--- config.mk ---
export PLATFORM = sky130hd
export DESIGN_NAME = serial_code_decoder
export DESIGN_NICKNAME = d
export VERILOG_FILES = /design/src/rtl/serial_code_decoder.sv
export SDC_FILE = /design/constraint.sdc
export NUM_CORES = 1
export LEC_CHECK = 0
export CAP_MARGIN = 0
export CELL_PAD_IN_SITES_DETAIL_PLACEMENT = 0
export CELL_PAD_IN_SITES_GLOBAL_PLACEMENT = 2
export CORE_MARGIN = 8
export CORE_UTILIZATION = 32
export CTS_CLUSTER_SIZE = 8
export DETAILED_ROUTE_END_ITERATION = 10
export PLACE_DENSITY = 0.83
export SLEW_MARGIN = 20
export SYNTH_ARGS = -nofsm -noshare
export SYNTH_HDL_FRONTEND = slang
export SYNTH_SLANG_ARGS = --single-unit
--- constraint.sdc ---
create_clock -name clk -period 2.1 [get_ports clk]
set_input_delay 0.525 -clock clk [delete_from_list [all_inputs] [get_ports clk]]
set_output_delay 0.525 -clock clk [all_outputs]
set_load 0.02 [all_outputs]
--- src/rtl/serial_code_decoder.sv ---
// Serial receiver for the 4-bit code link: shifts in MSB-first code words,
// applies the inverse code conversion and presents the result on a valid/ready port.
module serial_code_decoder #(
    parameter int W       = 4,
    parameter int TIMEOUT = 16
) (
    input  logic         clk,
    input  logic         rst,
    input  logic [1:0]   mode,
    input  logic         sin,
    input  logic         sin_valid,
    output logic         sin_ready,
    output logic [W-1:0] dout,
    output logic         dout_valid,
    input  logic         dout_ready,
    output logic         dout_err,
    output logic         busy,
    output logic         abort
);

    localparam int CW = (W > 2) ? $clog2(W) : 1;
    localparam int IW = (TIMEOUT > 1) ? $clog2(TIMEOUT + 1) : 1;
    localparam logic [CW-1:0] CNT_LAST  = CW'(W - 1);
    localparam logic [IW-1:0] IDLE_LAST = (TIMEOUT > 0) ? IW'(TIMEOUT - 1) : '0;

    typedef enum logic [1:0] {IDLE, SHIFT, OUT} state_t;

    state_t        state;
    state_t        next_state;
    logic [1:0]    mode_reg;
    logic [W-2:0]  shreg;
    logic [CW-1:0] cnt;
    logic [IW-1:0] idle_cnt;
    logic [W-1:0]  word_reg;
    logic          err_reg;
    logic          abort_reg;
    logic          accept;
    logic          last_bit;
    logic          timeout_hit;
    logic [W:0]    conv;

    function automatic logic [W:0] convert(input logic [1:0] m, input logic [W-1:0] x);
        logic [W-1:0] y;
        logic         err;
        logic [3:0]   d;
        y   = '0;
        err = 1'b0;
        d   = '0;
        case (m)
            2'b00: begin
                y[W-1] = x[W-1];
                for (int unsigned k = 1; k < W; k++)
                    y[W-1-k] = y[W-k] ^ x[W-1-k];
            end
            2'b01: begin
                for (int unsigned g = 0; g < W / 4; g++) begin
                    d = x[4*g +: 4];
                    if (d < 4'd3 || d > 4'd12) err = 1'b1;
                    y[4*g +: 4] = d - 4'd3;
                end
            end
            2'b10: y = x ^ (x >> 1);
            default: begin
                for (int unsigned g = 0; g < W / 4; g++) begin
                    d = x[4*g +: 4];
                    if (d > 4'd9) err = 1'b1;
                    y[4*g +: 4] = d + 4'd3;
                end
            end
        endcase
        if (err) y = '0;
        return {err, y};
    endfunction

    assign accept      = sin_valid && (state != OUT) && !rst;
    assign last_bit    = accept && (state == SHIFT) && (cnt == CNT_LAST);
    // An accepted bit always beats an expiring idle counter.
    assign timeout_hit = (TIMEOUT != 0) && (state == SHIFT) && !accept && (idle_cnt == IDLE_LAST);
    assign conv        = convert(mode_reg, {shreg, sin});

    always_ff @(posedge clk) begin
        if (rst) state <= IDLE;
        else     state <= next_state;
    end

    always_comb begin
        next_state = state;
        case (state)
            IDLE:    if (accept) next_state = SHIFT;
            SHIFT: begin
                if (last_bit)         next_state = OUT;
                else if (timeout_hit) next_state = IDLE;
            end
            OUT:     if (dout_ready) next_state = IDLE;
            default: next_state = IDLE;
        endcase
    end

    always_ff @(posedge clk) begin
        if (rst) begin
            mode_reg  <= '0;
            shreg     <= '0;
            cnt       <= '0;
            idle_cnt  <= '0;
            word_reg  <= '0;
            err_reg   <= 1'b0;
            abort_reg <= 1'b0;
        end else begin
            abort_reg <= timeout_hit;
            case (state)
                IDLE: begin
                    if (accept) begin
                        mode_reg <= mode;
                        shreg    <= {shreg[W-3:0], sin};
                        cnt      <= CW'(1);
                        idle_cnt <= '0;
                    end
                end
                SHIFT: begin
                    if (accept) begin
                        shreg    <= {shreg[W-3:0], sin};
                        cnt      <= cnt + CW'(1);
                        idle_cnt <= '0;
                        if (last_bit) begin
                            word_reg <= conv[W-1:0];
                            err_reg  <= conv[W];
                        end
                    end else begin
                        idle_cnt <= idle_cnt + IW'(1);
                    end
                end
                default: ;
            endcase
        end
    end

    always_comb begin
        sin_ready  = 1'b0;
        dout_valid = 1'b0;
        busy       = 1'b0;
        abort      = 1'b0;
        dout       = '0;
        dout_err   = 1'b0;
        if (!rst) begin
            sin_ready  = (state != OUT);
            dout_valid = (state == OUT);
            busy       = (state != IDLE);
            abort      = abort_reg;
            dout       = word_reg;
            dout_err   = err_reg;
        end
    end

endmodule

==> impl_metrics.xml, run 1 <==
<?xml version="1.0" encoding="UTF-8"?>
<metrics>
  <group name="run_status">
    <metric name="status" unit="">finished, final reports clean</metric>
  </group>
  <group name="sta">
    <metric name="tightest_slew" unit="ns">0.371</metric>
    <metric name="post-route-min-period" unit="ns">1.94</metric>
    <metric name="final-max-slew-violation-count" unit="">0</metric>
    <metric name="timing.max_slew.rel_slack" unit="">0.752</metric>
    <metric name="rsz0062_at_grt" unit="">no</metric>
    <metric name="clock_skew" unit="ns">0.00143</metric>
    <metric name="finalSetupViolations" unit="">0</metric>
    <metric name="final_cycle_share" unit="">0.925</metric>
    <metric name="timing.hold.ws" unit="ns">0.448</metric>
    <metric name="final_hold_viol_count" unit="">0</metric>
    <metric name="max_freq" unit="GHz">0.515</metric>
  </group>
  <group name="layout">
    <metric name="n_fill_cell" unit="">374</metric>
    <metric name="stdcell_count" unit="">220</metric>
    <metric name="num-nets-final" unit="">192</metric>
    <metric name="mostFrequentLayoutCells" unit="">20 x dfxtp_1, 18 x nor2_1, 14 x a21oi_1</metric>
    <metric name="fraction_of_layout_cells_with_a_size_suffix_above_1" unit="">0.110</metric>
    <metric name="layout-area-overhead-vs-synth" unit="%">25.0</metric>
    <metric name="final_util" unit="">0.415</metric>
    <metric name="number_of_flip_flops_under_the_largest_register_name" unit="">5</metric>
    <metric name="diodes" unit="">0</metric>
    <metric name="seq_area" unit="sq um">400</metric>
    <metric name="layout.cells.most_common" unit="">dfxtp_1</metric>
    <metric name="multi_input_combinational_cell_area" unit="sq um">713</metric>
  </group>
  <group name="critical_path">
    <metric name="crit-reg2reg-capture" unit="">word_reg[0]$_SDFFE_PP0P_</metric>
    <metric name="critical_path.reg2reg.startpoint" unit="">shreg[1]$_SDFFE_PP0P_</metric>
    <metric name="critical_path_rt" unit="ns">1.57</metric>
    <metric name="crit_path_end" unit="">dout[0]</metric>
    <metric name="cp_arrival" unit="ns">1.42</metric>
    <metric name="worstRegToRegCells" unit="">6</metric>
    <metric name="worstPathMaxFanout" unit="">11</metric>
    <metric name="timing.reg2reg.setup_slack" unit="ns">0.23</metric>
    <metric name="critical_path.endpoint_type" unit="">output pin</metric>
    <metric name="crit_type" unit="">primary input to output pin</metric>
    <metric name="cp-startpoint" unit="">rst</metric>
    <metric name="crit_path_start_kind" unit="">primary input</metric>
  </group>
  <group name="logic_synthesis">
    <metric name="synth-edff-count" unit="">0</metric>
    <metric name="postSynth.asyncResetShare" unit="">0</metric>
    <metric name="post-synth-top-area-cell" unit="">dfxtp_1</metric>
    <metric name="syn_inst" unit="">149</metric>
    <metric name="post_synth_instance_area" unit="sq mm">0.00120</metric>
    <metric name="postSynthAreaPerCell" unit="sq um">8.09</metric>
    <metric name="synth_area_leaders" unit="">dfxtp_1 33%, ha_1 12%, a21oi_1 5.8%, nor2_1 5.6%, nor2b_1 4.2%</metric>
    <metric name="mappedNetlistNets" unit="">168</metric>
    <metric name="ys_seq_elements" unit="">20</metric>
    <metric name="yosys_warnings" unit="">0</metric>
    <metric name="synth-seq-area-share" unit="">0.332</metric>
    <metric name="proportion_of_netlist_area_held_by_the_largest_area_contributor" unit="">0.332</metric>
    <metric name="synth.distinct_cells" unit="">37</metric>
    <metric name="synth_ff_type" unit="">dfxtp_1</metric>
  </group>
  <group name="cts">
    <metric name="num_cts_buffers" unit="">3</metric>
    <metric name="cts.root.buffer_cell" unit="">clkbuf_8</metric>
    <metric name="h-tree-depth" unit="">1</metric>
    <metric name="cts_post_setup_buffers_inserted" unit="">0</metric>
    <metric name="clkTransAtPathRegs" unit="ns">0.07</metric>
    <metric name="cts.sinks" unit="">20</metric>
    <metric name="max-clock-path-buffers" unit="">2</metric>
    <metric name="tritoncts" unit="">yes</metric>
    <metric name="clkLatencyLatePin" unit="ns">0.25</metric>
  </group>
  <group name="die">
    <metric name="floorplan.die_area" unit="sq mm">0.00598</metric>
    <metric name="fp.coreArea" unit="sq mm">0.00363</metric>
    <metric name="core.rowCount" unit="">22</metric>
    <metric name="io_pins" unit="">16</metric>
    <metric name="chipWidth" unit="um">77.4</metric>
    <metric name="initial_core_util" unit="">0.332</metric>
    <metric name="chipHeight" unit="um">77.4</metric>
  </group>
  <group name="pwr">
    <metric name="internal_power" unit="uW">609</metric>
    <metric name="p_sw_frac" unit="">0.242</metric>
    <metric name="power.switching" unit="uW">194</metric>
    <metric name="p_seq_frac" unit="">0.498</metric>
    <metric name="power.density_cell_area" unit="mW/mm^2">533</metric>
    <metric name="clock_power_share" unit="">0.360</metric>
    <metric name="cellLeakagePower" unit="nW">0.646</metric>
    <metric name="power.ir.vdd_worst" unit="uV">202</metric>
    <metric name="p_comb_frac" unit="">0.142</metric>
  </group>
  <group name="drt">
    <metric name="first_pass_iters" unit="">4</metric>
    <metric name="drt-initial-drc-count" unit="">50</metric>
    <metric name="via_count" unit="">1045</metric>
    <metric name="drt_wl_total" unit="mm">2.53</metric>
    <metric name="drc_errors" unit="">0</metric>
    <metric name="avgViaCountPerCell" unit="">4.75</metric>
    <metric name="average_routed_wire_per_standard_cell" unit="um">11.5</metric>
    <metric name="ant_nets" unit="">0</metric>
  </group>
  <group name="placement">
    <metric name="place.port_buffers" unit="">15</metric>
    <metric name="gp_congestion" unit="">0.778</metric>
    <metric name="place.detailed.hpwl" unit="mm">2.03</metric>
    <metric name="dpl.cell_count" unit="">216</metric>
  </group>
  <group name="grt">
    <metric name="grt_overflow_total" unit="">0</metric>
    <metric name="grt_start_max_net_pins" unit="">14</metric>
    <metric name="first_pass_grt_wire_length" unit="mm">4.46</metric>
    <metric name="track_usage" unit="">0.0885</metric>
    <metric name="vias_in_the_first_global_route" unit="">982</metric>
    <metric name="antenna_found_initial" unit="">0</metric>
  </group>
  <group name="run">
    <metric name="drv_cap" unit="">0</metric>
  </group>
  <group name="worst_hold_path">
    <metric name="worst_hold_path_type" unit="">flip-flop to flip-flop</metric>
  </group>
</metrics>
==> worst min-delay path by stage <==
stage | to | slack, ns | cells after the start | from
finish | cnt[1]$_SDFFE_PP0P_ | 0.45 | 2 | cnt[1]$_SDFFE_PP0P_
global route | cnt[1]$_SDFFE_PP0P_ | 0.48 | 2 | cnt[1]$_SDFFE_PP0P_
CTS | cnt[1]$_SDFFE_PP0P_ | 0.45 | 2 | cnt[1]$_SDFFE_PP0P_
detailed placement | cnt[1]$_SDFFE_PP0P_ | 0.44 | 2 | cnt[1]$_SDFFE_PP0P_
global placement | cnt[1]$_SDFFE_PP0P_ | 0.44 | 2 | cnt[1]$_SDFFE_PP0P_
floorplan | cnt[1]$_SDFFE_PP0P_ | 0.44 | 2 | cnt[1]$_SDFFE_PP0P_
==> critical path, stage by stage <==
cell           delay [ns]
dlygate4sd2_1        0.28
buf_4                0.19
nor2_1               0.08
dlygate4sd2_1        0.34
==> repair_timing <==
item | in CTS | in global routing
hold buffers | 0 | 0
resized for setup | 14 | 0
endpoints found under the setup margin | 9 | 0
==> layer usage <==
metal / routed length [um] / share of wire / GRT usage / vias up
li1: - / - / - / 556
met1: 1280 / 0.50 / 0.116 / 474
met2: 1130 / 0.45 / 0.133 / 13
met3: 107 / 0.042 / 0.0265 / 2
met4: 19 / 0.0075 / 0.0340 / 0
met5: 0 / 0 / 0 / -
==> Yosys cell counts (all sizes together), types with 3 or more instances <==
master,count
dfxtp,20
nor2,18
a21oi,14
ha,12
inv,12
nand2,12
nor2b,8
buf,7
o21ai,7
nand3,4
o32ai,4
and3,3
nor3,3
==> power groups by stage <==
stage	Combinational [mW]	Clock, mW	Sequential (mW)
2_1_floorplan	0.0769	0	0.402
3_3_place_gp	0.114	0	0.408
3_5_place_dp	0.117	0	0.409
4_1_cts	0.115	0.299	0.400
5_1_grt	0.131	0.316	0.402
6_report	0.114	0.289	0.400
==> logic make-up after synthesis <==
group | after synthesis | share of synthesized area
simple gates | 59 | 0.259
flops | 20 | 0.332
fa+ha+maj | 12 | 0.125
mux | 2 | 0.0166
compound gates | 33 | 0.170
buf+inv | 20 | 0.0758
xor+xnor | 3 | 0.0218
==> stage by stage <==
stage / cell area [sq um] / worst slack (ns) / TNS (ns) / power, mW
after floorplan: 1200 / 0.331 / 0 / 0.479
after global placement: 1460 / -0.346 / -2.94 / 0.522
after detailed placement: 1460 / -0.379 / -2.95 / 0.526
after CTS: 1510 / 0.161 / 0 / 0.814
after global routing: 1510 / 0.0860 / 0 / 0.848
final: 1510 / 0.158 / 0 / 0.803
==> layout make-up <==
class                           instances  share of cell area
Sequential cell                        20               0.266
Multi-Input combinational cell        109               0.473
Clock buffer                            4              0.0365
Timing Repair Buffer                   27               0.154
Inverter                               12              0.0299
Tap cell                               48              0.0399
(Power assumes the default switching activity.)
==> inputs of run 2 (changes only) <==
Settings changed: SLEW_MARGIN 20 to not set.
==> results of run 2 <==
The final DEF is identical to that of run 1; final timing and power are the same.
==> inputs of run 3 (changes only) <==
Settings changed: ABC_AREA set to 1, CORE_UTILIZATION 32 to 29, PLACE_DENSITY 0.83 to 0.81.
==> run 3 against run 2 <==
  * Sequential cell count stayed put
  * Critical path type unchanged
  * Die area is 8.1% higher
  * Sequential share of layout area is 0.31 points higher
  * Non-clock buffer count is 5 lower
  * First-iteration DRC count is 8.0% lower
  * Count of clock-buffer cells in the layout is 1 lower
==> impl_metrics.xml, run 3 <==
<?xml version="1.0" encoding="UTF-8"?>
<metrics>
  <group name="run_status">
    <metric name="status" unit="">finished, final reports clean</metric>
  </group>
  <group name="cts">
    <metric name="tritoncts" unit="">yes</metric>
    <metric name="cts_post_setup_buffers_inserted" unit="">0</metric>
    <metric name="h-tree-depth" unit="">1</metric>
    <metric name="cts.root.buffer_cell" unit="">clkbuf_8</metric>
    <metric name="max-clock-path-buffers" unit="">2</metric>
    <metric name="num_cts_buffers" unit="">3</metric>
    <metric name="clkLatencyLatePin" unit="ns">0.26</metric>
    <metric name="clkTransAtPathRegs" unit="ns">0.07</metric>
    <metric name="cts.sinks" unit="">20</metric>
    <metric name="postCtsHoldBufs" unit="">0</metric>
  </group>
  <group name="sta">
    <metric name="timing.max_slew.rel_slack" unit="">0.795</metric>
    <metric name="max_freq" unit="GHz">0.504</metric>
    <metric name="rsz0062_at_grt" unit="">no</metric>
    <metric name="post-route-min-period" unit="ns">1.98</metric>
    <metric name="timing.hold.ws" unit="ns">0.471</metric>
    <metric name="finalSetupViolations" unit="">0</metric>
    <metric name="final-max-slew-violation-count" unit="">0</metric>
    <metric name="tightest_slew" unit="ns">0.307</metric>
    <metric name="clock_skew" unit="ns">0.00368</metric>
    <metric name="final_cycle_share" unit="">0.945</metric>
    <metric name="final_hold_viol_count" unit="">0</metric>
  </group>
  <group name="logic_synthesis">
    <metric name="proportion_of_netlist_area_held_by_the_largest_area_contributor" unit="">0.333</metric>
    <metric name="syn_inst" unit="">177</metric>
    <metric name="yosysMostFrequentCell" unit="">nand2_1</metric>
    <metric name="yosys.area_share.xor_xnor" unit="">0.00728</metric>
    <metric name="synth.top_cells.by_count" unit="">42 x nand2_1, 24 x inv_1, 20 x dfxtp_1</metric>
    <metric name="synth_ff_type" unit="">dfxtp_1</metric>
    <metric name="synth-edff-count" unit="">0</metric>
    <metric name="compound_cell_area_share_of_the_yosys_netlist" unit="">0.143</metric>
    <metric name="synth.distinct_cells" unit="">24</metric>
    <metric name="synth_top_family_by_area" unit="">simple AND/OR/NAND/NOR gates</metric>
    <metric name="post-synth-top-area-cell" unit="">dfxtp_1</metric>
    <metric name="mappedNetlistNets" unit="">196</metric>
    <metric name="postSynth.asyncResetShare" unit="">0</metric>
    <metric name="yosys_warnings" unit="">0</metric>
    <metric name="post_synth_mux_area_share" unit="">0</metric>
    <metric name="synth-seq-area-share" unit="">0.333</metric>
    <metric name="ys_seq_elements" unit="">20</metric>
    <metric name="synth-simple-area-share" unit="">0.291</metric>
    <metric name="postSynthAreaPerCell" unit="sq um">6.80</metric>
    <metric name="synth_area_leaders" unit="">dfxtp_1 33%, nand2_1 13%, ha_1 12%, inv_1 7.5%, a21oi_1 6.7%</metric>
    <metric name="post_synth_instance_area" unit="sq mm">0.00120</metric>
    <metric name="synth-adder-area-share" unit="">0.125</metric>
  </group>
  <group name="die">
    <metric name="io_pins" unit="">16</metric>
    <metric name="initial_core_util" unit="">0.301</metric>
    <metric name="fp.coreArea" unit="sq mm">0.00400</metric>
    <metric name="core.rowCount" unit="">23</metric>
    <metric name="chipWidth" unit="um">80.4</metric>
    <metric name="chipHeight" unit="um">80.4</metric>
    <metric name="floorplan.die_area" unit="sq mm">0.00647</metric>
  </group>
  <group name="grt">
    <metric name="antenna_found_initial" unit="">0</metric>
    <metric name="track_usage" unit="">0.0945</metric>
    <metric name="grt_overflow_total" unit="">0</metric>
    <metric name="first_pass_grt_wire_length" unit="mm">4.93</metric>
    <metric name="grt_start_max_net_pins" unit="">17</metric>
    <metric name="vias_in_the_first_global_route" unit="">1144</metric>
  </group>
  <group name="critical_path">
    <metric name="cp_top_family" unit="">buffers and inverters</metric>
    <metric name="worstPathBufferInverterCount" unit="">3</metric>
    <metric name="cp_arrival" unit="ns">1.46</metric>
    <metric name="timing.critical_path.depth" unit="">4</metric>
    <metric name="cp_slowest_stage_delay" unit="ns">0.44</metric>
    <metric name="worstPathMaxFanout" unit="">16</metric>
    <metric name="critical_path.endpoint_type" unit="">output pin</metric>
    <metric name="crit_path_cell_trace" unit="">clkdlybuf4s50_1 &gt; buf_12 &gt; nor2_1 &gt; buf_2</metric>
    <metric name="crit_path_start_kind" unit="">primary input</metric>
    <metric name="worstRegToRegCells" unit="">7</metric>
    <metric name="crit_type" unit="">primary input to output pin</metric>
    <metric name="critical_path_rt" unit="ns">1.57</metric>
    <metric name="critPathSlowestCell" unit="">clkdlybuf4s50_1</metric>
  </group>
  <group name="pwr">
    <metric name="cellLeakagePower" unit="nW">0.694</metric>
    <metric name="power.density_cell_area" unit="mW/mm^2">615</metric>
    <metric name="design_power_total" unit="uW">916</metric>
    <metric name="power.ir.vdd_worst" unit="uV">404</metric>
  </group>
  <group name="run">
    <metric name="drv_cap" unit="">0</metric>
  </group>
  <group name="drt">
    <metric name="drt_wl_total" unit="mm">2.84</metric>
    <metric name="drt-initial-drc-count" unit="">46</metric>
    <metric name="avgViaCountPerCell" unit="">4.60</metric>
    <metric name="average_routed_wire_per_standard_cell" unit="um">11.4</metric>
    <metric name="first_pass_iters" unit="">4</metric>
    <metric name="ant_nets" unit="">0</metric>
    <metric name="drc_errors" unit="">0</metric>
    <metric name="via_count" unit="">1149</metric>
  </group>
  <group name="placement">
    <metric name="place.port_buffers" unit="">15</metric>
    <metric name="gp_congestion" unit="">0.816</metric>
    <metric name="place.detailed.hpwl" unit="mm">2.23</metric>
  </group>
  <group name="layout">
    <metric name="seq_area" unit="sq um">400</metric>
    <metric name="num-nets-final" unit="">220</metric>
    <metric name="multi_input_combinational_cell_area" unit="sq um">682</metric>
    <metric name="mostFrequentLayoutCells" unit="">42 x nand2_1, 24 x inv_1, 20 x dfxtp_1</metric>
    <metric name="layout-area-overhead-vs-synth" unit="%">23.7</metric>
    <metric name="layout.cells.most_common" unit="">nand2_1</metric>
    <metric name="number_of_flip_flops_under_the_largest_register_name" unit="">5</metric>
    <metric name="diodes" unit="">0</metric>
    <metric name="fraction_of_layout_cells_with_a_size_suffix_above_1" unit="">0.140</metric>
    <metric name="n_fill_cell" unit="">456</metric>
  </group>
  <group name="worst_hold_path">
    <metric name="worstHoldPathCells" unit="">1</metric>
    <metric name="worst_hold_path_type" unit="">flip-flop to flip-flop</metric>
  </group>
</metrics>
## run 3: what timing repair did
action                     CTS  global route
gates resized for setup     24             8
gates cloned                 0             0
pin swaps                    0             0
setup endpoints to repair    9             8
## run 3: logic make-up (layout without fill, tap and decap cells)
logic type	Yosys count	after routing
fa+ha+maj	12	12
xor+xnor	1	1
buf+inv	30	53
compound gates	33	33
simple gates	81	81
flops	20	20
## run 3: worst paths after layout
check	startpoint	endpoint	slack, ns
worst max-delay path	rst	dout[0]	0.12
worst min-delay path	cnt[0]$_SDFFE_PP0P_	cnt[0]$_SDFFE_PP0P_	0.47
worst max register to register	shreg[1]$_SDFFE_PP0P_	word_reg[1]$_SDFFE_PP0P_	0.45
worst min register to register	cnt[0]$_SDFFE_PP0P_	cnt[0]$_SDFFE_PP0P_	0.47
## run 3: layer usage
layer | GRT usage | vias to the layer above | part of all wire | wire length (um)
met3 | 0.0301 | 2 | 0.036 | 101
met1 | 0.106 | 522 | 0.49 | 1410
met4 | 0.0218 | 0 | 0.0070 | 20
met5 | 0 | - | 0 | 0
met2 | 0.168 | 12 | 0.46 | 1310
li1 | - | 613 | - | -
## run 3: layout make-up
| type | count | area share |
|---|---|---|
| inverter | 27 | 0.0689 |
| sequential | 20 | 0.269 |
| timing repair buffer | 22 | 0.114 |
| clock buffer | 3 | 0.0277 |
| clock inverter | 1 | 0.0202 |
| multi-input combinational | 127 | 0.458 |
| tap | 50 | 0.0420 |
## run 3: metrics by stage
| stage | instance area, sq um | setup slack (ns) | utilization | cells | TNS, ns |
|---|---|---|---|---|---|
| finish | 1490 | 0.116 | 0.372 | 250 | 0 |
| global route | 1490 | 0.0328 | 0.372 | 250 | 0 |
| CTS | 1530 | 0.000764 | 0.383 | 250 | 0 |
| detailed placement | 1460 | -0.343 | 0.366 | 246 | -2.98 |
| global placement | 1460 | -0.330 | 0.366 | 246 | -2.76 |
| floorplan | 1200 | 0.393 | - | 177 | 0 |
## run 3: report_power, final
part	total, mW	internal, mW	switching (mW)	leakage (nW)
Combinational	0.129	0.0535	0.0753	0.496
Sequential	0.404	0.390	0.0144	0.163
Clock	0.383	0.254	0.129	0.0357
